`src/rtl/eight_to_three_encoder.sv`:
```
// Registered 8-to-3 priority encoder: captures request lines into a pending
// register and presents the highest pending index through a valid/ready handshake.
module eight_to_three_encoder (
    input  logic       clk,
    input  logic       rst_n,
    input  logic       E,
    input  logic [7:0] In,
    input  logic       Ready,
    output logic [2:0] Out,
    output logic       Valid,
    output logic [7:0] Pending,
    output logic       Overrun
);

    localparam logic ST_IDLE    = 1'b0;
    localparam logic ST_PRESENT = 1'b1;

    logic       state_q,   state_d;
    logic [2:0] out_q,     out_d;
    logic [7:0] pending_q, pending_d;
    logic       overrun_q, overrun_d;

    logic       hs;
    logic [7:0] clr;
    logic [7:0] cap;

    // Highest set bit wins; an all-zero vector maps to 0 but is never presented.
    function automatic logic [2:0] prio_idx(input logic [7:0] v);
        logic [2:0] idx;
        idx = 3'd0;
        for (int i = 0; i < 8; i++) begin
            if (v[i]) idx = 3'(i);
        end
        return idx;
    endfunction

    always_comb begin
        hs        = (state_q == ST_PRESENT) & Ready;
        clr       = hs ? (8'd1 << out_q) : 8'h00;
        cap       = E ? In : 8'h00;
        // A capture on the line being served re-arms it rather than being lost.
        pending_d = (pending_q & ~clr) | cap;
        overrun_d = |(cap & pending_q & ~clr);
        state_d   = state_q;
        out_d     = out_q;
        case (state_q)
            ST_IDLE: begin
                if (pending_d != 8'h00) begin
                    out_d   = prio_idx(pending_d);
                    state_d = ST_PRESENT;
                end
            end
            default: begin
                if (hs) begin
                    if (pending_d != 8'h00) begin
                        out_d = prio_idx(pending_d);
                    end else begin
                        state_d = ST_IDLE;
                    end
                end
            end
        endcase
    end

    always_ff @(posedge clk or negedge rst_n) begin
        if (!rst_n) begin
            state_q   <= ST_IDLE;
            out_q     <= 3'd0;
            pending_q <= 8'h00;
            overrun_q <= 1'b0;
        end else begin
            state_q   <= state_d;
            out_q     <= out_d;
            pending_q <= pending_d;
            overrun_q <= overrun_d;
        end
    end

    assign Out     = out_q;
    assign Valid   = state_q;
    assign Pending = pending_q;
    assign Overrun = overrun_q;

endmodule

```
`config.mk`:
```
export PLATFORM = sky130hd
export DESIGN_NAME = eight_to_three_encoder
export DESIGN_NICKNAME = d
export VERILOG_FILES = /design/src/rtl/eight_to_three_encoder.sv
export SDC_FILE = /design/constraint.sdc
export NUM_CORES = 1
export LEC_CHECK = 0
export CORE_MARGIN = 1
export CORE_UTILIZATION = 45
export CTS_BUF_LIST = sky130_fd_sc_hd__clkbuf_2
export DETAILED_ROUTE_END_ITERATION = 12
export GPL_TIMING_DRIVEN = 0
export PLACE_DENSITY_LB_ADDON = 0.2
export RECOVER_POWER = 50
export SYNTH_ARGS = -nofsm -noshare
export SYNTH_HDL_FRONTEND = slang
export SYNTH_SLANG_ARGS = --single-unit
```
`constraint.sdc`:
```
create_clock -name clk -period 2.9 [get_ports clk]
set_input_delay 0.435 -clock clk [delete_from_list [all_inputs] [get_ports clk]]
set_output_delay 0.435 -clock clk [all_outputs]
set_load 0.01 [all_outputs]
```
---- Word level (Yosys, flattened, before mapping) ----
Cells that the tools add are included.
word-level totals
  bits in registers ....................... 13
  input bits .............................. 12
  logic and storage cells ................. 29
  output and inout port bits .............. 13
cells by class
  reduce and logical (&&, ||, !) cells .... 2
  muxes and demuxes ....................... 15
  equality and inequality tests ........... 1
  shift-type cells ........................ 1
  bitwise operators ....................... 6
operator list
  kind                   count
  $mux W3                9
  $and A8 B8 Y8          3
  $mux W8                2
  $not A8 Y8             1
  $or A8 B8 Y8           1
  $reduce_bool A8 Y1     1
  $reduce_or A8 Y1       1
  $shl A1 B3 Y8 const A  1
  $mux W1                4
  $ne A2 B1 Y1 const B   1
  $and A1 B1 Y1          1

---- Longest topological paths before layout ----
  depth after elaboration ................. 15
  depth in mapped cells ................... 6
  depth with buffers taken out ............ 6

---- Worst setup path after synthesis ----
Ideal clock, no wire load.
  path type ............................... flip-flop to flip-flop
  start ................................... register out_q[1] (netlist: Out[1])
  end ..................................... register out_q[0] (netlist: Out[0])
  cell stages (with the launch flop) ...... 7
  arrival time ............................ 1.525 ns
  period minus slack after synthesis ...... 1.653 ns
  path slack .............................. 1.247 ns
  setup time .............................. 0.128 ns
  path buffers ............................ 0
  data required time ...................... 2.772 ns
  cells stage by stage .................... dfrtp_1 > nand2b_1 > o21ai_2 > nand4_4 > nor2_4 > a31oi_4 > mux2_1
between the ends
  word-level cells in the longest chain between the ends .. 15
  elaborated cells on any way between the ends .. 16
  classes of those cells .................. 1 x shift; 11 x mux; 3 x bitwise; 1 x reduce/logical
ends and longest elaborated chain
  what                    RTL line  text
  start, declared         19        logic [2:0] out_q, out_d;
  start signal, assigned  73        out_q <= out_d;
  $shl A1 B3 Y8 (*)       39        clr = hs ? (8'd1 << out_q) : 8'h00;
  $mux W8 (*)             39
  $not A8 Y8 (*)          42        pending_d = (pending_q & ~clr) | cap;
  $and A8 B8 Y8 (*)       42
  $or A8 B8 Y8 (*)        42
  $mux W1                 32        if (v[i]) idx = 3'(i);
  $mux W3 (6 in series)   32
  $mux W3 (*)             48, 55
  $mux W3                 54        if (hs) begin
  $mux W3 (*)             46        case (state_q)
Mark *: on every way between the ends. The rest lies on a longest branch, timed or not. The select of a mux whose other input is x is not followed.
A chain may end at the register's enable or synchronous reset.

---- Worst setup path after layout ----
  start ................................... input E
  end ..................................... register out_q[1] (netlist: Out[1])
between the ends
  word-level cells in the longest chain between the ends .. 11
  elaborated cells on any way between the ends .. 12
  classes of those cells .................. 10 x mux; 1 x bitwise; 1 x reduce/logical
ends and longest elaborated chain
  what                   RTL line  text
  start, declared        6         input logic E,
  $mux W8 (*)            40        cap = E ? In : 8'h00;
  $or A8 B8 Y8 (*)       42
  $mux W3 (6 in series)  32
  $mux W3 (*)            48, 55
  $mux W3                54
  $mux W3 (*)            46
Marked as above.

==> results.json <==
{
  "cts_buffers": 3,
  "synth_cells": 80,
  "highest_layer": "met4",
  "crit_start": "E",
  "hold_start": "Pending[0]",
  "p_leak_uw": 0.000442,
  "post_drt_wl_per_cell_um": 14.4,
  "core-area_um2": 1540,
  "dieArea_um2": 1860,
  "yosysWarnings": 0,
  "hp-class": "reg2reg",
  "antenna_found_initial": 0,
  "slew_headroom_pct": 60.4,
  "critPathSlowestCell": "dlygate4sd3_1",
  "r2r_slack_ns": 1.06,
  "reg2reg_to": "Out[1]",
  "endpoint_kind": "register",
  "synth_seq_cells": 13,
  "skew_ns": 0.00282,
  "via_count": 716,
  "path_cells": "dlygate4sd3_1 > clkbuf_1 > o21ai_0 > and3_2 > a31oi_4 > mux2_1",
  "yosysMostFrequentCell": "nand2_1",
  "p_total_uw": 602,
  "cap_violations": 0,
  "status": "finished clean",
  "grt-ovfl-total": 0,
  "required_ns": 3.08,
  "netlist_top_cells_count": "21 x nand2_1, 13 x dfrtp_1, 9 x inv_1",
  "dpl.cell_count": 120,
  "synth_area_um2": 761,
  "synth_cell_types": 26,
  "ys_async_sr_fraction_pct": 100,
  "ctsLongestPathBuffers": 2,
  "synth_top_area_share_pct": 42.8,
  "drive_gt1_share_pct": 14.8,
  "routed_wl_um": 1780,
  "num-fill-cells": 141,
  "grt_pass1_wl_um": 2780,
  "cts.clk_slew.worst_paths_ns": 0.13,
  "finalMaxSlewViolations": 0,
  "synth_top_area_cell": "dfrtp_1",
  "rows": 14,
  "clk_latency_ns": 0.28,
  "top_level_ports": 25,
  "wl_met3_um": 100,
  "fin_crit_sh_pct": 74.3,
  "crit_end": "Out[1]",
  "die_width_um": 43.1,
  "dieHeight_um": 43.1,
  "portBuffers": 24,
  "hpwl_um": 1350,
  "start_util_pct": 49.4,
  "crit_type": "in2reg",
  "power.density_nw_per_um2": 581,
  "synth_nets": 92,
  "diodes": 0,
  "netlist_top_cells_area": "dfrtp_1 43%, nand2_1 10%, inv_1 4.4%",
  "cp.arrival_ns": 2.34,
  "routabilityCongestion": 0.840,
  "post_cts_buffers": 0,
  "ir_worst_vdd_mv": 0.399,
  "route.detailed.drc": 0,
  "ctsHoldBuffers": 0,
  "cts.repair.resized": 0,
  "synth_edf_count": 0,
  "final_cells": 124,
  "first_pass_iters": 4,
  "wl_met2_um": 841,
  "critPathMaxStageDelay_ns": 0.61,
  "area_growth_pct": 36.2,
  "ys_seq_area_share_pct": 42.8,
  "cpLargestDelayFamily": "buffers and inverters",
  "cp.buffers_inverters": 2,
  "cp_max_fo": 10,
  "dominantRegCellSynth": "dfrtp_1",
  "grt_pass1_vias": 640,
  "drtIter0Drc": 23,
  "critical_path_depth": 6,
  "reg2reg_depth": 5,
  "grtUsageTotal_pct": 21.3,
  "min_period_ns": 2.16,
  "drtAntennaViolNets": 0,
  "cts_root_buf": "clkbuf_2",
  "syn_area_per_cell_um2": 9.51,
  "htreeDepth": 1,
  "worstSetupStartpointType": "input pin",
  "setup_tns_ns": 0,
  "cts_tree": "done",
  "r2r-start": "Out[0]",
  "setup_violations": 0,
  "nets": 121,
  "hold_violations": 0,
  "wl_met1_um": 809,
  "worst_pin_slew_ns": 0.592,
  "max_freq_ghz": 0.464,
  "cts.sinks": 13,
  "viasPerCell": 5.77,
  "grt_max_degree": 14,
  "rsz0062_at_grt": "no"
}
-- registers in the layout, indices dropped and copies added, names as in the netlist --
register and cells:
Pending 8, Out 3, Overrun 1, Valid 1
-- logic make-up after synthesis --
| kind of cell | after synthesis | synth area share, % |
|---|---|---|
| buffers and inverters | 10 | 4.93 |
| and+or+nand+nor | 32 | 26.2 |
| AOI/OAI and AO/OA | 23 | 23.2 |
| DFF | 13 | 42.8 |
| muxes | 2 | 2.96 |
-- worst register-to-register path, cell delays in order (launching register included) --
cell and delay [ns]:
dfrtp_1 0.45, nand3b_4 0.21, o31ai_1 0.35, and3_2 0.30, a31oi_4 0.11, mux2_1 0.32
-- cell type report --
| class | count | area, µm² | share of cell area [%] |
|---|---|---|---|
| Buffer | 1 | 3.75 | 0.362 |
| Clock buffer | 4 | 20.0 | 1.93 |
| Inverter | 9 | 33.8 | 3.26 |
| Multi-Input combinational cell | 57 | 393 | 37.9 |
| Sequential cell | 13 | 325 | 31.4 |
| Tap cell | 16 | 20.0 | 1.93 |
| Timing Repair Buffer | 24 | 240 | 23.2 |
-- placed cells by master, fill, tap and decap left out, drive strengths merged --
master         Yosys  routed
a31oi              3       3
and2b              1       1
and3               2       2
clkbuf             1       5
clkdlybuf4s50      0      22
dfrtp             13      13
dlygate4sd3        0       2
inv                9       9
mux2               2       2
nand2             21      21
nand2b             2       2
nand3              1       1
nand3b             1       1
nand4              2       2
nand4b             1       1
nor2               1       1
o21ai             10      10
o21bai             1       1
o221ai             1       1
o22a               1       1
o22ai              3       3
o31a               1       1
o31ai              3       3
-- worst min path at each step --
stage,endpoint,slack (ns),depth (start not counted)
after global placement,Pending[0],0.51,2
after detailed placement,Pending[0],0.52,2
after CTS,Pending[1],0.54,1
after global routing,Pending[0],0.59,2
final,Pending[0],0.56,2
after floorplan,Out[0],0.14,0
-- routing by layer --
layer,global-route usage (%),vias to the layer above
met5,0,-
met4,12.1,0
met3,2.98,5
met2,34.3,29
met1,26.8,342
li1,-,340
-- per-stage QoR --
stage / hold slack (ns) / utilization (%) / setup WS, ns / area [µm²]
floorplan: 0.139 / - / 1.25 / 761
CTS: 0.536 / 67.5 / 0.838 / 1040
global placement: 0.507 / 66.2 / 0.562 / 1020
finish: 0.562 / 67.2 / 0.744 / 1040
global route: 0.594 / 67.2 / 0.682 / 1040
detailed placement: 0.519 / 66.2 / 0.536 / 1020
-- report_power, final --
group,switching (µW),leakage [µW],internal [µW]
Sequential,34.4,0.000128,214
Combinational,131,0.000297,123
Clock,62.2,0.0000166,36.6
No activity file was read; power rests on OpenSTA's default activity.
